$ cat src/rtl/seq_mult_hs.sv
// seq_mult_hs: sequential shift-and-add multiplier, WIDTH x WIDTH -> 2*WIDTH.
// Operands are reduced to magnitudes at accept time, and the sign is
// re-applied when the result is written. The loop walks the multiplier from
// the LSB and stops as soon as the remaining multiplier bits are all zero.
module seq_mult_hs #(
  parameter int WIDTH     = 8,
  parameter bit SIGNED_EN = 1'b1
) (
  input  logic                 clk,
  input  logic                 reset,
  input  logic                 in_valid,
  output logic                 in_ready,
  input  logic [WIDTH-1:0]     a,
  input  logic [WIDTH-1:0]     b,
  input  logic                 is_signed,
  output logic                 out_valid,
  input  logic                 out_ready,
  output logic [2*WIDTH-1:0]   product,
  output logic                 busy
);

  typedef enum logic [1:0] {IDLE = 2'd0, BUSY = 2'd1, DONE = 2'd2} state_t;

  state_t             state, state_nx;
  logic [2*WIDTH-1:0] acc, mcand;
  logic [WIDTH-1:0]   mult;
  logic               neg;

  logic               sgn;
  logic [WIDTH-1:0]   a_mag, b_mag;

  // Magnitudes of the incoming operands. The most negative value maps to
  // 2^(WIDTH-1), which still fits in WIDTH unsigned bits.
  assign sgn   = is_signed & SIGNED_EN;
  assign a_mag = (sgn && a[WIDTH-1]) ? -a : a;
  assign b_mag = (sgn && b[WIDTH-1]) ? -b : b;

  // State register.
  always_ff @(posedge clk or posedge reset) begin
    if (reset) state <= IDLE;
    else       state <= state_nx;
  end

  // Next-state logic.
  always_comb begin
    state_nx = state;
    case (state)
      IDLE:    if (in_valid)       state_nx = BUSY;
      BUSY:    if (mult == '0)     state_nx = DONE;
      DONE:    if (out_ready)      state_nx = IDLE;
      default:                     state_nx = IDLE;
    endcase
  end

  // Handshake and status outputs decoded from state.
  always_comb begin
    in_ready  = (state == IDLE) && !reset;
    out_valid = (state == DONE);
    busy      = (state != IDLE);
  end

  // Datapath: capture on accept, one multiplier bit per BUSY cycle, and
  // write the signed-corrected result when the multiplier is exhausted.
  always_ff @(posedge clk or posedge reset) begin
    if (reset) begin
      acc     <= '0;
      mcand   <= '0;
      mult    <= '0;
      neg     <= 1'b0;
      product <= '0;
    end else begin
      case (state)
        IDLE: begin
          if (in_valid) begin
            acc   <= '0;
            mcand <= {{WIDTH{1'b0}}, a_mag};
            mult  <= b_mag;
            neg   <= sgn & (a[WIDTH-1] ^ b[WIDTH-1]);
          end
        end
        BUSY: begin
          if (mult == '0) begin
            product <= neg ? -acc : acc;
          end else begin
            if (mult[0]) acc <= acc + mcand;
            mcand <= mcand << 1;
            mult  <= mult >> 1;
          end
        end
        default: ;
      endcase
    end
  end

endmodule

$ cat config.mk
export PLATFORM = sky130hd
export DESIGN_NAME = seq_mult_hs
export DESIGN_NICKNAME = d
export VERILOG_FILES = /design/src/rtl/seq_mult_hs.sv
export SDC_FILE = /design/constraint.sdc
export NUM_CORES = 1
export LEC_CHECK = 0
export ABC_AREA = 1
export CORE_MARGIN = 1.5
export CORE_UTILIZATION = 50
export CTS_CLUSTER_SIZE = 16
export DETAILED_ROUTE_END_ITERATION = 8
export PLACE_DENSITY = 0.71
export SLEW_MARGIN = 30
export SYNTH_ARGS = -nofsm -noshare
export SYNTH_HDL_FRONTEND = slang
export SYNTH_SLANG_ARGS = --single-unit
$ cat constraint.sdc
create_clock -name clk -period 3.2 [get_ports clk]
set_input_delay 0.64 -clock clk [delete_from_list [all_inputs] [get_ports clk]]
set_output_delay 0.64 -clock clk [all_outputs]
set_load 0.05 [all_outputs]
## Yosys cells after proc, flatten, opt, wreduce, memory -nomap -nowiden

Index checks and enable logic that the tools add are counted.

- Register bits after elaboration: 59
- Bits of input ports: 21
- Output and inout port bits: 19
- Logic and storage cells: 49

- $add $sub $neg: 4
- Equality and inequality tests: 7
- Multiplexer cells: 17
- Reductions and logical operators: 13
- Bitwise logic cells: 2

Operators with widths:

| kind | number |
|---|---|
| 2-to-1 mux 16 bit | 6 |
| one-hot mux 16 bit (2 select lines) | 2 |
| 2-to-1 mux 8 bit | 4 |
| adder 16 bit | 1 |
| negator 16 bit | 1 |
| negator 8 bit | 2 |
| one-hot mux 8 bit (2 select lines) | 1 |
| zero test 8 bit | 1 |
| inequality test 2 bit, second input constant | 4 |
| 2-to-1 mux 2 bit | 3 |
| one-hot mux 2 bit (3 select lines) | 1 |
| AND reduction 3 bit | 2 |
| AND reduction 2 bit | 2 |
| AND reduction 4 bit | 1 |
| nonzero test 2 bit | 2 |
| logical AND 1 bit | 3 |
| == test 2 x 1 -> 1 bit, second input constant | 1 |
| == test 2 bit, second input constant | 1 |
| zero test 2 bit | 1 |
| inequality test 2 x 1 -> 1 bit, second input constant | 1 |
| bitwise AND 1 bit | 1 |
| zero test 1 bit | 1 |
| bitwise XOR 1 bit | 1 |

## Depth between registers and ports, before layout

Gate-level depths: netlist of run 1.

- Depth in word-level cells: 4
- Mapped depth: 11
- Depth with buffers taken out: 11

## Worst setup path after synthesis of run 1

OpenSTA, ideal clock, no wires.

- Kind: register to output
- Start point: register state[1]
- End point: output in_ready
- Data arrival time: 1,359 ps
- Stages on the path, launching flop included: 4
- Required time: 2,560 ps
- Path buffers: 0
- Slack: 1,201 ps
- Path through: dfrtp_1 -> nor2_1 -> inv_2 -> nor2_1

- Cells in the longest elaborated chain, start to end: 2

RTL lines:

| what | RTL line | RTL |
|---|---|---|
| from (decl) | 24 | `state_t state, state_nx;` |
| from (signal assigned) | 41 | `else state <= state_nx;` |
| zero test 2 bit | 57 | `in_ready = (state == IDLE) && !reset;` |
| logical AND 1 bit | 57 |  |
| to (decl) | 12 | `output logic in_ready,` |

No other way between the ends.

## Final worst setup path of run 1

- Start point: input reset
- End point: output in_ready

- Cells in the longest elaborated chain, start to end: 2

RTL lines:

| what | RTL line | RTL |
|---|---|---|
| from (decl) | 10 | `input logic reset,` |
| zero test 1 bit (no line) | n/a |  |
| logical AND 1 bit | 57 |  |

No other way between the ends.

==> results of run 1 <==
==> how the worst max path moves through the flow <==
stage               startpoint            endpoint  slack [ps]  cells past startpoint
floorplan                reset  acc[0]$_DFFE_PP0P_        1100                      1
global placement         reset            in_ready         580                      3
finish                   reset            in_ready         550                      3
global route             reset            in_ready         500                      3
detailed placement       reset            in_ready         530                      3
CTS                      reset            in_ready         530                      3
==> cell families after synthesis <==
kind of cell	share of synthesized area, %
and+or+nand+nor	34.92
DFF	36.69
buffers and inverters	10.35
adders and majority gates	6.095
AOI/OAI and AO/OA	8.022
xor gates and xnor gates	3.918
==> cell usage after synthesis, drive strengths merged (2+ instances only) <==
cell type / count / area (sq um)
nand4: 8 / 50.05
xnor2: 4 / 35.03
nand2: 213 / 814.5
inv: 88 / 330.3
a21oi: 9 / 45.04
a31oi: 3 / 18.77
xor2: 14 / 122.6
or2: 3 / 18.78
nor2: 41 / 171.4
o211ai: 7 / 52.55
clkbuf: 2 / 7.510
nand3b: 4 / 30.03
o22ai: 3 / 18.77
nor3: 7 / 35.03
dfrtp: 59 / 1476
buf: 11 / 75.07
o21ai: 36 / 180.2
nand3: 57 / 285.3
ha: 18 / 225.2
==> state kept, by name, summed over array words and instances, names as in the netlist <==
| name | flops |
|---|---|
| product | 16 |
| state | 2 |
| mult | 8 |
| neg | 1 |
| acc | 16 |
| mcand | 16 |
==> worst min-delay path: cells and delay by family, from the launching register on <==
family / cells / cell delay [ps]
flip-flops: 1 / 340
AND/OR/NAND/NOR: 2 / 100
==> stage by stage <==
stage	power (uW)	instance area [sq um]
after floorplan	3396	4024
after global placement	3923	4479
after detailed placement	3996	4479
after CTS	4705	4682
after global routing	5146	4682
final	4679	4682
==> area by class of cell <==
cell class                      instances  area (sq um)
Clock buffer                           10         137.6
Clock inverter                          6         65.06
Fill cell                             786          3085
Inverter                               89         334.1
Multi-Input combinational cell        429          2131
Sequential cell                        59          1476
Tap cell                              102         127.6
Timing Repair Buffer                   40         410.4
==> per-layer routing <==
layer	global-route usage (%)	vias up	wire length (um)
li1	-	1951	-
met1	31.57	1677	4430
met2	37.25	62	3946
met3	4.187	14	265
met4	10.10	0	187
met5	0	-	0
==> power groups by stage <==
stage	logic [uW]	registers (uW)	clock network (uW)
after floorplan	1840	1550	0
after global placement	2570	1350	0
after detailed placement	2630	1370	0
after CTS	2640	1350	712
after global routing	2990	1400	748
final	2630	1360	696
==> run summary, run 1 <==
- **area of the mapped netlist** 0.004024 sq mm
- **post-cts hold buffer count** 0
- **number of endpoints with negative hold slack in the final report** 0
- **final core utilization** 60.28%
- **Via-to-Cell Ratio** 5.039
- **clock-pin slew on the worst setup and hold paths** 70 ps
- **cell occurring most often along the worst timing path** sky130_fd_sc_hd__clkdlybuf4s50_1
- **via count of the routed design** 3704
- **number of gates resized after cts** 0
- **switching pwr** 2313 uW
- **Period minus WS final** 2652 ps
- **CP bufs+invs** 2
- **placer's final routability congestion estimate** 0.8664
- **Slew Viols, Final** 0
- **worst-path maximum fanout** 2
- **proportion of synthesized chip area in sequential cells** 36.69%
- **count of flip-flops with a built-in enable after synthesis** 0
- **Peak supply drop** 325.6 uV
- **number of nets in the finished design** 668
- **Mapped Nets** 630
- **endpoint of the lowest-slack register-to-register path** product[7]$_DFFE_PP0P_
- **Hold/Removal Path Class** flip-flop to flip-flop
- **cell count after placement** 719
- **number of I/O pins** 40
- **instance count of the mapped netlist** 590
- **Synth async-reset ratio** 100.0%
- **total number of yosys warnings** 0
- **setup repair after global routing missed its margin** false
- **drt wl/cell** 12.01 um
- **number of buffer cells added on primary ports** 39
- **CTS max path bufs** 2
- **CP peak stage delay** 820 ps
- **# Max-Cap Violations** 0
- **relative contribution of combinational cells to total power** 56.1%
- **Final Hold Slack** 478.8 ps
- **pin count of the biggest net entering global routing** 35
- **most used cells in the layout excluding fill and tap cells** 211 x sky130_fd_sc_hd__nand2_1, 82 x sky130_fd_sc_hd__inv_1, 59 x sky130_fd_sc_hd__dfrtp_1
- **post-route clock skew** 13.10 ps
- **leakage power summed over all cells** 0.002483 uW
- **pin slew with the least headroom to its limit** 599.1 ps
- **top flip-flop cell by instance count after synthesis** sky130_fd_sc_hd__dfrtp_1
- **category of cells accounting for the largest share of critical-path delay** buffers and inverters
- **final-layout setup total negative slack** 0 ps
- **worst path setup slack after routing** 548.1 ps
- **clock root cell** sky130_fd_sc_hd__clkbuf_8
- **outcome** completed
- **post-synthesis sequential element count** 59
- **start point of the worst hold path** product[13]$_DFFE_PP0P_
- **sort of element at the start of the critical path** input port
- **CP max-delay cell** sky130_fd_sc_hd__clkdlybuf4s50_1
- **number of remaining DRC errors** 0
- **final std cells w/o fill** 735
- **cts bufs inserted** 9
- **vertical die dimension** 92.71 um
- **CORE AREA** 0.007767 sq mm
- **number of antenna cells inserted** 0
- **latest clock arrival within the worst-skew pair** 350 ps
- **average instance area after synthesis** 6.820 sq um
- **placement-stage worst setup slack** 528.6 ps
- **portion of total power attributed to the clock network** 14.9%
- **most common cell after layout, fill and taps aside** sky130_fd_sc_hd__nand2_1
- **Hold Crit Depth** 2
- **switch share** 49.43%
- **power density normalized to cell area** 999.3 mW/mm^2
- **ordered list of cells on the worst path** clkdlybuf4s50_1 > nor2_1 > clkdlybuf4s50_1
- **Die Area** 0.008595 sq mm
- **required time worst endpoint** 2560 ps
- **Sink Count** 59
- **iteration-0 DRC count of the detailed router** 154
- **cell depth of the worst flop-to-flop path** 7
- **hold worst-path end** product[13]$_DFFE_PP0P_
- **Chip Width** 92.71 um
- **count of buffers added by post-CTS timing repair for setup** 0
- **Remaining Overflow, GRT** 0
- **final setup fails** 0
- **total routing usage reported by global routing** 23.52%
- **initial antenna violation count** 0
- **sequential share of power** 29.0%
- **area growth from synthesis to layout** 16.36%
- **number of global-route vias before repair** 3609
- **start-to-end type of the worst setup path** input port to output port
- **Internal Power** 2366 uW
- **launch instance of the worst register-to-register path** state[0]$_DFFE_PP0P_
- **placed wire-length estimate after detailed placement** 6959 um
- **wire length of the first global-routing pass** 15950 um
- **number of nets still failing antenna checks after routing** 0
- **R2R setup slack** 940 ps
- **headroom to the max-slew limit** 60.00%
- **maximum clock frequency** 0.3771 GHz
- **count of standard-cell rows** 32
- **TritonCTS clock tree** built
- **number of H-tree levels** 3
- **endpoint type of the worst setup path** output port
- **Critical Path AT** 2010 ps
- **Distinct cells, synth** 31
- **final period utilization** 82.87%
- **layout cells sized above 1** 4.581%
- **routed wire length** 8829 um
- **Initial Utilization** 51.80%
- **TritonRoute pass-1 iters** 4
Power figures use the tool's default switching activity.
==> run 2, diff against run 1 <==
Clock period 3.2 ns to 2.48 ns, I/O delays scaled along.
==> run 2 against run 1 <==
Sequential share of layout area is 0.15 points higher. Die area unchanged. Core utilization down 0.29 points. Non-clock buffer count is 2 higher. First-iteration DRC count is 11% lower. Sequential cell count did not move. Design area fell by 0.48%. Sequential power is 29% higher. Highest routed layer unchanged. Power up 26%. Critical endpoint is now out_valid.
==> run summary, run 2 (synthesis gave the netlist of run 1 again) <==
- **multi-input combinational cell area** 0.002131 sq mm
- **clock-pin slew on the worst setup and hold paths** 70 ps
- **total power** 5906 uW
- **final-layout setup total negative slack** 0 ps
- **CP peak stage delay** 830 ps
- **setup repair after global routing missed its margin** false
- **start-to-end type of the worst setup path** flip-flop to output port
- **placed wire-length estimate after detailed placement** 6769 um
- **Peak supply drop** 453.2 uV
- **area growth from synthesis to layout** 15.80%
- **Hold/Removal Path Class** flip-flop to flip-flop
- **total routing usage reported by global routing** 23.08%
- **most used cells in the layout excluding fill and tap cells** 211 x sky130_fd_sc_hd__nand2_1, 82 x sky130_fd_sc_hd__inv_1, 59 x sky130_fd_sc_hd__dfrtp_1
- **number of antenna cells inserted** 0
- **cell count after placement** 721
- **leakage power summed over all cells** 0.002477 uW
- **most common cell after layout, fill and taps aside** sky130_fd_sc_hd__nand2_1
- **TritonRoute pass-1 iters** 4
- **Initial Utilization** 51.80%
- **Chip Width** 92.71 um
- **CP bufs+invs** 2
- **start point of the worst hold path** product[13]$_DFFE_PP0P_
- **crit path capture** out_valid
- **iteration-0 DRC count of the detailed router** 137
- **Critical Path AT** 1790 ps
- **Die Area** 0.008595 sq mm
- **ordered list of cells on the worst path** inv_1 > nor2_1 > clkdlybuf4s50_1
- **wire length of the first global-routing pass** 15670 um
- **number of global-route vias before repair** 3496
- **fill cell count** 743
- **layout cells sized above 1** 4.890%
- **launch instance of the worst register-to-register path** acc[0]$_DFFE_PP0P_
- **category of cells accounting for the largest share of critical-path delay** buffers and inverters
- **relative contribution of combinational cells to total power** 57.5%
- **# Max-Cap Violations** 0
- **Sink Count** 59
- **final setup fails** 0
- **post-cts hold buffer count** 0
- **count of standard-cell rows** 32
- **required time worst endpoint** 1980 ps
- **number of endpoints with negative hold slack in the final report** 0
- **sequential share of power** 29.6%
- **drt wl/cell** 11.96 um
- **TritonCTS clock tree** built
- **cts bufs inserted** 9
- **number of buffer cells added on primary ports** 39
- **power density normalized to cell area** 1268 mW/mm^2
- **Worst path depth** 3
- **CTS max path bufs** 2
- **initial antenna violation count** 0
- **sort of element at the start of the critical path** flip-flop
- **count of buffers added by post-CTS timing repair for setup** 0
- **number of remaining DRC errors** 0
- **number of I/O pins** 40
- **met1 capacity usage during global routing** 31.32%
- **Internal Power** 2951 uW
- **worst setup path startpoint** state[1]$_DFFE_PP0P_
- **outcome** completed
- **CP max-delay cell** sky130_fd_sc_hd__clkdlybuf4s50_1
- **R2R setup slack** 630 ps
- **latest clock arrival within the worst-skew pair** 340 ps
- **area taken by flip-flops and latches** 0.001476 sq mm
- **Period minus WS final** 2290 ps
- **headroom to the max-slew limit** 65.05%
- **pin slew with the least headroom to its limit** 524.3 ps
- **switching pwr** 2955 uW
- **Remaining Overflow, GRT** 0
- **GR Layer Usage met2** 36.52%
- **cell depth of the worst flop-to-flop path** 11
- **final period utilization** 92.35%
- **endpoint of the lowest-slack register-to-register path** acc[8]$_DFFE_PP0P_
- **layer with the highest usage after global routing** met2
- **switch share** 50.03%
- **global-route met3 utilization** 4.433%
- **number of nets still failing antenna checks after routing** 0
- **portion of total power attributed to the clock network** 12.8%
- **post-route clock skew** 10.53 ps
- **CORE AREA** 0.007767 sq mm
- **worst-path maximum fanout** 3
- **number of H-tree levels** 3
- **number of nets in the finished design** 670
- **Via-to-Cell Ratio** 5.007
- **clock root cell** sky130_fd_sc_hd__clkbuf_8
- **Slew Viols, Final** 0
- **vertical die dimension** 92.71 um
- **number of gates resized after cts** 0
- **final std cells w/o fill** 736
- **routed wire length** 8805 um
- **via count of the routed design** 3685
- **placer's final routability congestion estimate** 0.8674
- **endpoint type of the worst setup path** output port
- **pin count of the biggest net entering global routing** 60
- **largest registers** acc (16), mcand (16), product (16)
- **maximum clock frequency** 0.4366 GHz
[run 2: per-stage QoR]
stage	instance area [sq um]	hold slack [ps]	setup slack (ps)	utilization [%]
6_report	4659	477.8	189.7	59.99
2_1_floorplan	4024	448.8	527.7	-
4_1_cts	4659	482.8	169.9	59.99
5_1_grt	4659	504.2	68.35	59.99
3_5_place_dp	4492	464.7	441.7	57.83
3_3_place_gp	4492	462.7	481.8	57.83
[run 2: power by group through the flow]
stage	Combinational, uW	Clock (uW)	Sequential, uW
after detailed placement	3390	0	1760
after CTS	3400	779	1740
after global placement	3320	0	1740
after global routing	3850	820	1800
final	3400	759	1750
after floorplan	2380	0	2000
[run 2: worst min-delay path: stages (launching register included)]
cell and delay [ps]:
sky130_fd_sc_hd__dfrtp_1 340, sky130_fd_sc_hd__nand2_1 50, sky130_fd_sc_hd__nand2_1 50
[run 2: area by class of cell]
cell class | count | area share, %
multi-input cells | 429 | 45.73
clock buffers | 10 | 2.954
well taps | 102 | 2.739
inverters | 89 | 7.170
clock inverters | 5 | 0.6445
repair buffers | 42 | 9.076
flip-flops and latches | 59 | 31.69
[run 2: worst min path at each step]
stage                               to  slack (ps)  cells after the start
2_1_floorplan      mult[6]$_DFFE_PP0P_         450                      2
4_1_cts        product[13]$_DFFE_PP0P_         480                      2
3_3_place_gp   product[14]$_DFFE_PP0P_         460                      2
3_5_place_dp   product[13]$_DFFE_PP0P_         460                      2
5_1_grt        product[13]$_DFFE_PP0P_         500                      2
6_report       product[13]$_DFFE_PP0P_         480                      2
[run 2: per-layer routing]
layer / part of all wire [%] / up-vias
li1: - / 1950
met2: 44 / 64
met3: 3.0 / 13
met5: 0 / -
met1: 51 / 1658
met4: 1.8 / 0
